File: src/rtl/load_store_unit.sv
// Load/store unit between execute and a word-addressed synchronous-write data memory.
// Handles alignment/range faults, load extension, and read-modify-write for SB/SH.
module load_store_unit #(
  parameter int unsigned MEM_WORDS = 256
) (
  input  logic        clk,
  input  logic        rst_n,
  input  logic        req_valid,
  output logic        req_ready,
  input  logic        req_is_store,
  input  logic [2:0]  req_funct3,
  input  logic [31:0] req_addr,
  input  logic [31:0] req_wdata,
  output logic        resp_valid,
  input  logic        resp_ready,
  output logic [31:0] resp_rdata,
  output logic        resp_fault,
  output logic [31:0] mem_address,
  output logic [31:0] mem_write_data,
  output logic        mem_write_enable,
  input  logic [31:0] mem_read_data
);

  localparam int unsigned AW = 32;
  localparam int unsigned DW = 32;
  localparam logic [AW-1:0] ADDR_LIMIT = 32'(MEM_WORDS * 4);

  localparam logic [1:0] S_IDLE   = 2'd0;
  localparam logic [1:0] S_ACCESS = 2'd1;
  localparam logic [1:0] S_MERGE  = 2'd2;
  localparam logic [1:0] S_RESP   = 2'd3;

  localparam logic [2:0] F3_B  = 3'b000;
  localparam logic [2:0] F3_H  = 3'b001;
  localparam logic [2:0] F3_W  = 3'b010;
  localparam logic [2:0] F3_BU = 3'b100;
  localparam logic [2:0] F3_HU = 3'b101;

  logic [1:0]    state_q, state_d;
  logic          is_store_q, is_store_d;
  logic [2:0]    funct3_q, funct3_d;
  logic [AW-1:0] addr_q, addr_d;
  logic [DW-1:0] wdata_q, wdata_d;
  logic          resp_valid_q, resp_valid_d;
  logic [DW-1:0] resp_rdata_q, resp_rdata_d;
  logic          resp_fault_q, resp_fault_d;

  logic          fault_c;
  logic [7:0]    lane_byte_c;
  logic [15:0]   lane_half_c;
  logic [DW-1:0] load_val_c;
  logic [DW-1:0] merged_c;

  // Fault classification from the latched request
  always_comb begin
    fault_c = 1'b0;
    case (funct3_q)
      F3_B:    fault_c = 1'b0;
      F3_H:    fault_c = addr_q[0];
      F3_W:    fault_c = |addr_q[1:0];
      F3_BU:   fault_c = is_store_q;
      F3_HU:   fault_c = is_store_q | addr_q[0];
      default: fault_c = 1'b1;
    endcase
    if (addr_q >= ADDR_LIMIT) fault_c = 1'b1;
  end

  // Lane extraction for loads and lane replacement for sub-word stores
  always_comb begin
    lane_byte_c = mem_read_data[{addr_q[1:0], 3'b000} +: 8];
    lane_half_c = mem_read_data[{addr_q[1], 4'b0000} +: 16];
    load_val_c  = mem_read_data;
    case (funct3_q)
      F3_B:    load_val_c = {{24{lane_byte_c[7]}}, lane_byte_c};
      F3_H:    load_val_c = {{16{lane_half_c[15]}}, lane_half_c};
      F3_BU:   load_val_c = {24'h000000, lane_byte_c};
      F3_HU:   load_val_c = {16'h0000, lane_half_c};
      default: load_val_c = mem_read_data;
    endcase
    merged_c = mem_read_data;
    if (funct3_q == F3_H) merged_c[{addr_q[1], 4'b0000} +: 16] = wdata_q[15:0];
    else                  merged_c[{addr_q[1:0], 3'b000} +: 8] = wdata_q[7:0];
  end

  // Next-state and register updates
  always_comb begin
    state_d      = state_q;
    is_store_d   = is_store_q;
    funct3_d     = funct3_q;
    addr_d       = addr_q;
    wdata_d      = wdata_q;
    resp_valid_d = resp_valid_q;
    resp_rdata_d = resp_rdata_q;
    resp_fault_d = resp_fault_q;
    case (state_q)
      S_IDLE: begin
        if (req_valid) begin
          is_store_d = req_is_store;
          funct3_d   = req_funct3;
          addr_d     = req_addr;
          wdata_d    = req_wdata;
          state_d    = S_ACCESS;
        end
      end
      S_ACCESS: begin
        if (fault_c) begin
          resp_fault_d = 1'b1;
          resp_rdata_d = '0;
          resp_valid_d = 1'b1;
          state_d      = S_RESP;
        end else if (!is_store_q) begin
          resp_fault_d = 1'b0;
          resp_rdata_d = load_val_c;
          resp_valid_d = 1'b1;
          state_d      = S_RESP;
        end else if (funct3_q == F3_W) begin
          resp_fault_d = 1'b0;
          resp_rdata_d = '0;
          resp_valid_d = 1'b1;
          state_d      = S_RESP;
        end else begin
          wdata_d = merged_c;
          state_d = S_MERGE;
        end
      end
      S_MERGE: begin
        resp_fault_d = 1'b0;
        resp_rdata_d = '0;
        resp_valid_d = 1'b1;
        state_d      = S_RESP;
      end
      S_RESP: begin
        if (resp_ready) begin
          resp_valid_d = 1'b0;
          state_d      = S_IDLE;
        end
      end
      default: state_d = S_IDLE;
    endcase
  end

  always_ff @(posedge clk or negedge rst_n) begin
    if (!rst_n) begin
      state_q      <= S_IDLE;
      is_store_q   <= 1'b0;
      funct3_q     <= 3'b000;
      addr_q       <= '0;
      wdata_q      <= '0;
      resp_valid_q <= 1'b0;
      resp_rdata_q <= '0;
      resp_fault_q <= 1'b0;
    end else begin
      state_q      <= state_d;
      is_store_q   <= is_store_d;
      funct3_q     <= funct3_d;
      addr_q       <= addr_d;
      wdata_q      <= wdata_d;
      resp_valid_q <= resp_valid_d;
      resp_rdata_q <= resp_rdata_d;
      resp_fault_q <= resp_fault_d;
    end
  end

  // Strobe only for a non-faulting SW in ACCESS or the RMW write-back in MERGE
  assign mem_write_enable = ((state_q == S_ACCESS) && is_store_q && !fault_c && (funct3_q == F3_W))
                          || (state_q == S_MERGE);
  assign req_ready      = (state_q == S_IDLE);
  assign resp_valid     = resp_valid_q;
  assign resp_rdata     = resp_rdata_q;
  assign resp_fault     = resp_fault_q;
  assign mem_address    = {addr_q[AW-1:2], 2'b00};
  assign mem_write_data = wdata_q;

endmodule

File: config.mk
export PLATFORM = sky130hd
export DESIGN_NAME = load_store_unit
export DESIGN_NICKNAME = d
export VERILOG_FILES = /design/src/rtl/load_store_unit.sv
export SDC_FILE = /design/constraint.sdc
export NUM_CORES = 1
export LEC_CHECK = 0
export ABC_CLOCK_PERIOD_IN_PS = 3350
export CAP_MARGIN = 0
export CORE_ASPECT_RATIO = 0.6
export CORE_MARGIN = 10
export CORE_UTILIZATION = 46
export DETAILED_ROUTE_END_ITERATION = 7
export GPL_TIMING_DRIVEN = 0
export HOLD_SLACK_MARGIN = 0.03
export PLACE_DENSITY_LB_ADDON = 0.15
export RECOVER_POWER = 50
export SLEW_MARGIN = 20
export SYNTH_ARGS = -nofsm -noshare
export SYNTH_HDL_FRONTEND = slang
export SYNTH_SLANG_ARGS = --single-unit
export TNS_END_PERCENT = 100
File: constraint.sdc
create_clock -name clk -period 3.35 [get_ports clk]
set_input_delay 0.67 -clock clk [delete_from_list [all_inputs] [get_ports clk]]
set_output_delay 0.67 -clock clk [all_outputs]
set_load 0.02 [all_outputs]
==> flow_metrics.py, run 1 <==
metrics = {
    "worst_setup_path": {
        "critPathKind": "reg2out",
        "critPathCaptureType": "primary output",
        "cpMaxStageDelayCell": "dfrtp_1",
        "cp.arrival_ps": 2560,
        "crit_start": "addr_q[1]$_DFFE_PN0P_",
        "r2r-start": "addr_q[25]$_DFFE_PN0P_",
        "path_max_fanout": 11,
        "critPathMaxStageDelay_ps": 410,
        "rrSetupSlack_ps": 240,
        "required_ps": 2680,
        "cp-start-kind": "flip-flop",
        "crit_family": "simple AND/OR/NAND/NOR gates",
        "reg2reg_to": "resp_rdata[18]$_DFFE_PN0P_",
        "cp.depth": 9,
        "crit_chain": "buf_4, inv_4, ha_4, nor3b_1, o211ai_1, or2_2, nor2_2, a21o_1, clkdlybuf4s15_2",
        "reg2reg_depth": 7,
        "critPathCapture": "mem_write_enable",
        "crit_buf_inv": 3,
    },
    "worst_hold_path": {
        "hp-class": "reg2reg",
    },
    "timing": {
        "post-route-period-util_pct": 96.3,
        "rsz0062_at_grt": "no",
        "finalSetupViolCount": 0,
        "hold_viol": 0,
        "finalClockSkew_ps": 8.97,
        "max_freq_ghz": 0.310,
        "drv_slew": 40,
        "worst_pin_slew_ps": 2290,
        "slew_headroom_pct": -52.8,
        "setup_slack_ps": 122,
        "min_period_ps": 3230,
    },
    "route": {
        "vias": 5416,
        "post_drt_via_cell_ratio": 5.79,
        "drt_iter0_drc": 471,
        "post_drt_wl_per_cell_um": 22.8,
        "ant_nets": 0,
        "drcViolationCount": 0,
        "finalWirelength_um": 21300,
        "dr.pass1.iters": 7,
    },
    "synth": {
        "synthCells": 552,
        "yosysTopAreaCellShare_pct": 45.4,
        "synthFlopType": "dfrtp_1",
        "synth_area_per_cell_um2": 10.4,
        "yosysUniqueCellTypes": 56,
        "synth-edff-count": 0,
        "synth_seq_cells": 104,
        "ys_async_sr_fraction_pct": 100,
        "yosysWarnings": 0,
        "synth_area_leaders": "dfrtp_1, mux2_2, buf_4, nand2_1, o31ai_1",
        "seq_area_frac_synth_pct": 45.4,
        "yosys.area.top_type": "dfrtp_1",
        "synth_area_um2": 5730,
    },
    "global_routing": {
        "grt_pass1_vias": 5438,
        "use_met2_pct": 34.6,
        "grt.overflow.total": 0,
        "gr-usage-all-layers_pct": 24.1,
        "grt_pass1_wl_um": 32600,
        "grt_max_degree": 66,
        "grt_antenna_before_repair": 1,
        "grtUsageMet1_pct": 34.8,
        "grt-busiest-layer": "met1",
        "use_met3_pct": 7.43,
    },
    "power_and_ir_drop": {
        "powerDensity_nw_per_um2": 911,
        "seq_power_share_pct": 27.3,
        "ir_drop_mv": 0.609,
        "p_leak_uw": 0.00354,
        "power_uw": 7590,
        "combPwrFrac_pct": 57.4,
        "clock_power_share_pct": 15.3,
        "switching_share_pct": 43.2,
        "p_int_uw": 4310,
        "power_switching_uw": 3280,
    },
    "place": {
        "gp_congestion": 0.905,
        "place_ws_ps": -142,
        "portBuffers": 201,
        "hpwl_um": 17000,
    },
    "floorplan": {
        "pin_count": 204,
        "start_util_pct": 47.2,
        "core_area_um2": 12100,
        "die_w_um": 164,
        "rows": 31,
        "die-area_um2": 17500,
        "die_y_um": 106,
    },
    "clock_network": {
        "cts_tree": "built",
        "cts_max_level": 3,
        "clock-sinks": 104,
        "insertion_delay_ps": 350,
        "clock_path_buffers": 2,
        "cts_root_buf": "clkbuf_16",
        "cts_inserted_buffers": 9,
        "clk_pin_slew_ps": 80,
    },
    "run_status": {
        "status": "finished with violations",
        "violations": "capacitance limit, slew limit",
    },
    "layout": {
        "fillCellCount": 929,
        "final_core_util_pct": 68.6,
        "drive_gt1_share_pct": 18.2,
        "n_antenna_cell": 0,
        "area_delta_synth_final_pct": 45.3,
        "nets": 878,
    },
    "job": {
        "maxCapViolations": 1,
    },
}
[cell families after synthesis]
group | count (synthesis) | synth area share [%]
compound gates | 152 | 21.5
other cells | 1 | 0.0654
fa+ha+maj | 9 | 1.96
buf+inv | 90 | 8.40
simple gates | 137 | 11.3
mux | 59 | 11.4
flops | 104 | 45.4
[worst min path at each step]
stage,endpoint,cells past startpoint,start,slack [ps]
finish,resp_rdata[17]$_DFFE_PN0P_,2,resp_rdata[17]$_DFFE_PN0P_,480
floorplan,addr_q[0]$_DFFE_PN0P_,0,rst_n,370
global placement,resp_rdata[7]$_DFFE_PN0P_,2,resp_rdata[7]$_DFFE_PN0P_,470
detailed placement,resp_rdata[10]$_DFFE_PN0P_,2,resp_rdata[10]$_DFFE_PN0P_,470
global route,resp_rdata[1]$_DFFE_PN0P_,2,resp_rdata[1]$_DFFE_PN0P_,510
CTS,addr_q[24]$_DFFE_PN0P_,1,rst_n,230
[repair_timing]
item / in CTS / in global routing
hold buffers: 0 / 0
resized for setup: 7 / 3
endpoints found under the setup margin: 1 / 6
buffers inserted: 0 / 0
[registers in the layout (all words and copies together) (netlist names)]
signal and cells:
mem_write_data 32, funct3_q 3, resp_valid 1, resp_rdata 32, is_store_q 1, resp_fault 1
addr_q 32, state_q 2
[synth_stat cells (all sizes together) (4+ instances only)]
master,number
dfrtp,104
nand2,65
mux2,51
buf,44
o31ai,34
nor2,31
clkbuf,23
inv,21
a21oi,20
a22o,16
a221oi,15
o21ai,15
ha,9
o211ai,9
o22ai,9
a222oi,8
mux2i,8
o221a,8
or3,8
nor4,7
o31a,7
nor3,4
[per-layer routing]
layer / vias up / part of all wire (%)
met4: 0 / 0.80
li1: 2455 / -
met1: 2683 / 46
met2: 262 / 43
met5: - / 0
met3: 16 / 11
[area by class of cell]
type                    instances  area (um^2)  share of cell area (%)
plain buffers                  66          392                    4.70
well taps                     165          206                    2.48
inverters                      23         88.8                    1.07
multi-input cells             359         2680                    32.2
flip-flops and latches        104         2600                    31.2
clock buffers                   9          225                    2.70
clock inverters                 7          100                    1.20
repair buffers                202         2030                    24.4
[metrics by stage]
step	setup TNS, ps	cells	instance area, um^2	hold WS [ps]
after CTS	0	935	8320	231
after floorplan	0	553	5740	374
final	0	935	8330	482
after detailed placement	-142	920	7990	473
after global placement	-231770	919	7960	465
after global routing	0	935	8330	512
[cell usage in the layout, fill, tap and decap left out, types with 3 or more instances in the layout]
cell and count:
mux2_2 46, o221a_2 8, nor3_1 4, dlygate4sd3_1 46
inv_1 20, a22o_1 16, o31ai_2 11, o211ai_1 9
inv_6 3, or3_1 8, nand2_1 65, clkbuf_16 9
ha_1 8, mux2_1 5, buf_4 34, o22ai_1 8
mux2i_1 8, buf_2 7, o31a_1 7, dfrtp_1 104
nor2b_1 3, nor2_1 30, clkbuf_1 23, a21oi_1 19
clkdlybuf4s50_1 153, a222oi_1 8, a221oi_1 15, o31ai_1 23
o21ai_0 15, nor4_1 6
[power by group through the flow]
stage / combinational (uW) / sequential (uW) / clock (uW)
finish: 4350 / 2070 / 1160
global route: 4670 / 2120 / 1230
CTS: 4340 / 2070 / 1180
detailed placement: 4320 / 2080 / 0
global placement: 4220 / 2040 / 0
floorplan: 2460 / 2210 / 0
[tightest hold or removal path, cell delays in order, from the launching register on]
cell and delay [ps]:
dfrtp_1 340, nand2_1 50, o31ai_1 50
No activity file was read; power rests on OpenSTA's default activity.
==> run 2, diff against run 1 <==
Settings changed: ABC_CLOCK_PERIOD_IN_PS 3350 to unset, CELL_PAD_IN_SITES_DETAIL_PLACEMENT set to 1, CELL_PAD_IN_SITES_GLOBAL_PLACEMENT set to 1, CORE_UTILIZATION 46 to 34.
==> flow_metrics.py, run 2 (same netlist as run 1, synthesis figures left out) <==
metrics = {
    "run_status": {
        "status": "finished with violations",
        "violations": "capacitance limit, slew limit",
    },
    "floorplan": {
        "die_y_um": 121,
        "die_w_um": 188,
        "start_util_pct": 35.0,
        "pin_count": 204,
        "die-area_um2": 22600,
        "rows": 36,
        "core_area_um2": 16400,
    },
    "global_routing": {
        "gr-usage-all-layers_pct": 20.9,
        "grt_pass1_wl_um": 36400,
        "grt.overflow.total": 0,
        "grt_pass1_vias": 5639,
        "grt_antenna_before_repair": 1,
        "grt_max_degree": 63,
    },
    "layout": {
        "regArea_um2": 2600,
        "stdcell_area_um2": 8380,
        "multi_input_area_um2": 2680,
        "final_cell_mix": "clkdlybuf4s50_1, dfrtp_1, nand2_1",
        "layout_commonest_cell": "clkdlybuf4s50_1",
        "drive_gt1_share_pct": 18.4,
        "nets": 880,
        "final_core_util_pct": 51.1,
        "area_delta_synth_final_pct": 46.1,
        "fillCellCount": 1823,
    },
    "timing": {
        "hold_viol": 0,
        "rsz0062_at_grt": "no",
        "min_period_ps": 3230,
        "drv_slew": 43,
        "finalSetupViolCount": 0,
        "worst_pin_slew_ps": 2580,
        "slew_headroom_pct": -72.0,
        "finalClockSkew_ps": 15.3,
        "max_freq_ghz": 0.309,
        "post-route-period-util_pct": 96.5,
    },
    "worst_setup_path": {
        "crit_start": "addr_q[1]$_DFFE_PN0P_",
        "path_max_fanout": 11,
        "required_ps": 2680,
        "cp-start-kind": "flip-flop",
        "r2r-start": "addr_q[1]$_DFFE_PN0P_",
        "critPathCaptureType": "primary output",
        "cp.arrival_ps": 2560,
        "critPathKind": "reg2out",
        "crit_family": "simple AND/OR/NAND/NOR gates",
        "crit_chain": "buf_4, inv_4, ha_4, nor3b_1, o211ai_1, or2_2, nor2_2, a21o_1, clkdlybuf4s15_2",
        "cpMaxStageDelayCell": "dfrtp_1",
        "crit_buf_inv": 3,
        "critPathMaxStageDelay_ps": 410,
    },
    "worst_hold_path": {
        "hp-class": "reg2reg",
        "hold_start": "resp_rdata[18]$_DFFE_PN0P_",
    },
    "clock_network": {
        "cts_max_level": 3,
        "clock_path_buffers": 2,
        "cts_inserted_buffers": 9,
        "clk_pin_slew_ps": 70,
        "insertion_delay_ps": 360,
        "clock-sinks": 104,
        "cts_tree": "built",
        "cts_root_buf": "clkbuf_16",
    },
    "route": {
        "vias": 5386,
        "drcViolationCount": 0,
        "post_drt_via_cell_ratio": 5.38,
        "finalWirelength_um": 24500,
        "drt_iter0_drc": 385,
        "dr.pass1.iters": 6,
        "ant_nets": 0,
        "post_drt_wl_per_cell_um": 24.5,
    },
    "power_and_ir_drop": {
        "power_uw": 7590,
        "powerDensity_nw_per_um2": 907,
        "p_leak_uw": 0.00352,
        "ir_drop_mv": 0.389,
    },
    "place": {
        "portBuffers": 201,
        "hpwl_um": 19500,
        "dpl_cell_area_um2": 8070,
        "gp_congestion": 0.852,
    },
    "job": {
        "maxCapViolations": 1,
    },
}
-- run 2: metal layers --
layer  track usage [%]  up-vias  wire [um]
met5                 0        -          0
met4              3.08        0        149
met3              5.42        9       1920
met2              30.6      210      10500
met1              30.6     2724      11900
li1                  -     2443          -
-- run 2: timing repair --
item	CTS	global route
gates resized for setup	7	5
buffers inserted	1	0
pin swaps	1	0
endpoints found under the setup margin	2	9
hold buffers	0	0
-- run 2: power by group --
| group | leakage, uW | internal, uW | total, uW | switching (uW) |
|---|---|---|---|---|
| combinational | 0.00210 | 1960 | 4460 | 2500 |
| clock | 0.000135 | 517 | 1040 | 519 |
| sequential | 0.00129 | 1690 | 2100 | 408 |
-- run 2: path summary, 6_finish.rpt --
kind | slack [ps] | to | depth (start not counted)
worst max-delay path | 120 | mem_write_enable | 9
worst min-delay path | 490 | resp_rdata[18]$_DFFE_PN0P_ | 2
worst max register to register | 340 | resp_rdata[22]$_DFFE_PN0P_ | 11
worst min register to register | 490 | resp_rdata[18]$_DFFE_PN0P_ | 2
max in group asynchronous | 760 | mem_write_data[1]$_DFFE_PN0P_ | 1
min in group asynchronous | 1110 | resp_rdata[19]$_DFFE_PN0P_ | 1
-- run 2: final cells by class --
| type | instances | area share (%) |
|---|---|---|
| clock inverters | 6 | 0.597 |
| flip-flops and latches | 104 | 31.1 |
| inverters | 23 | 1.06 |
| well taps | 228 | 3.41 |
| plain buffers | 66 | 4.69 |
| multi-input cells | 359 | 32.0 |
| clock buffers | 10 | 2.73 |
| repair buffers | 204 | 24.4 |
| diodes | 1 | 0.0299 |
-- run 2: metrics by stage --
step / TNS (ps) / hold WS, ps / setup WS [ps] / cells
finish: 0 / 492 / 116 / 1001
global route: 0 / 519 / 7.82 / 1000
CTS: 0 / 238 / 36.3 / 1000
detailed placement: -227 / 472 / -227 / 984
global placement: -253330 / 465 / -2430 / 982
floorplan: 0 / 374 / 681 / 553
-- run 2: worst reg2reg max path: cells and delay by family, from the launching register on --
family	cells	cell delay (ps)
buffers and inverters	5	950
flip-flops	1	410
AND/OR/NAND/NOR	2	740
AO/OA/AOI/OAI	3	640
adder cells (fa/ha/maj)	1	200
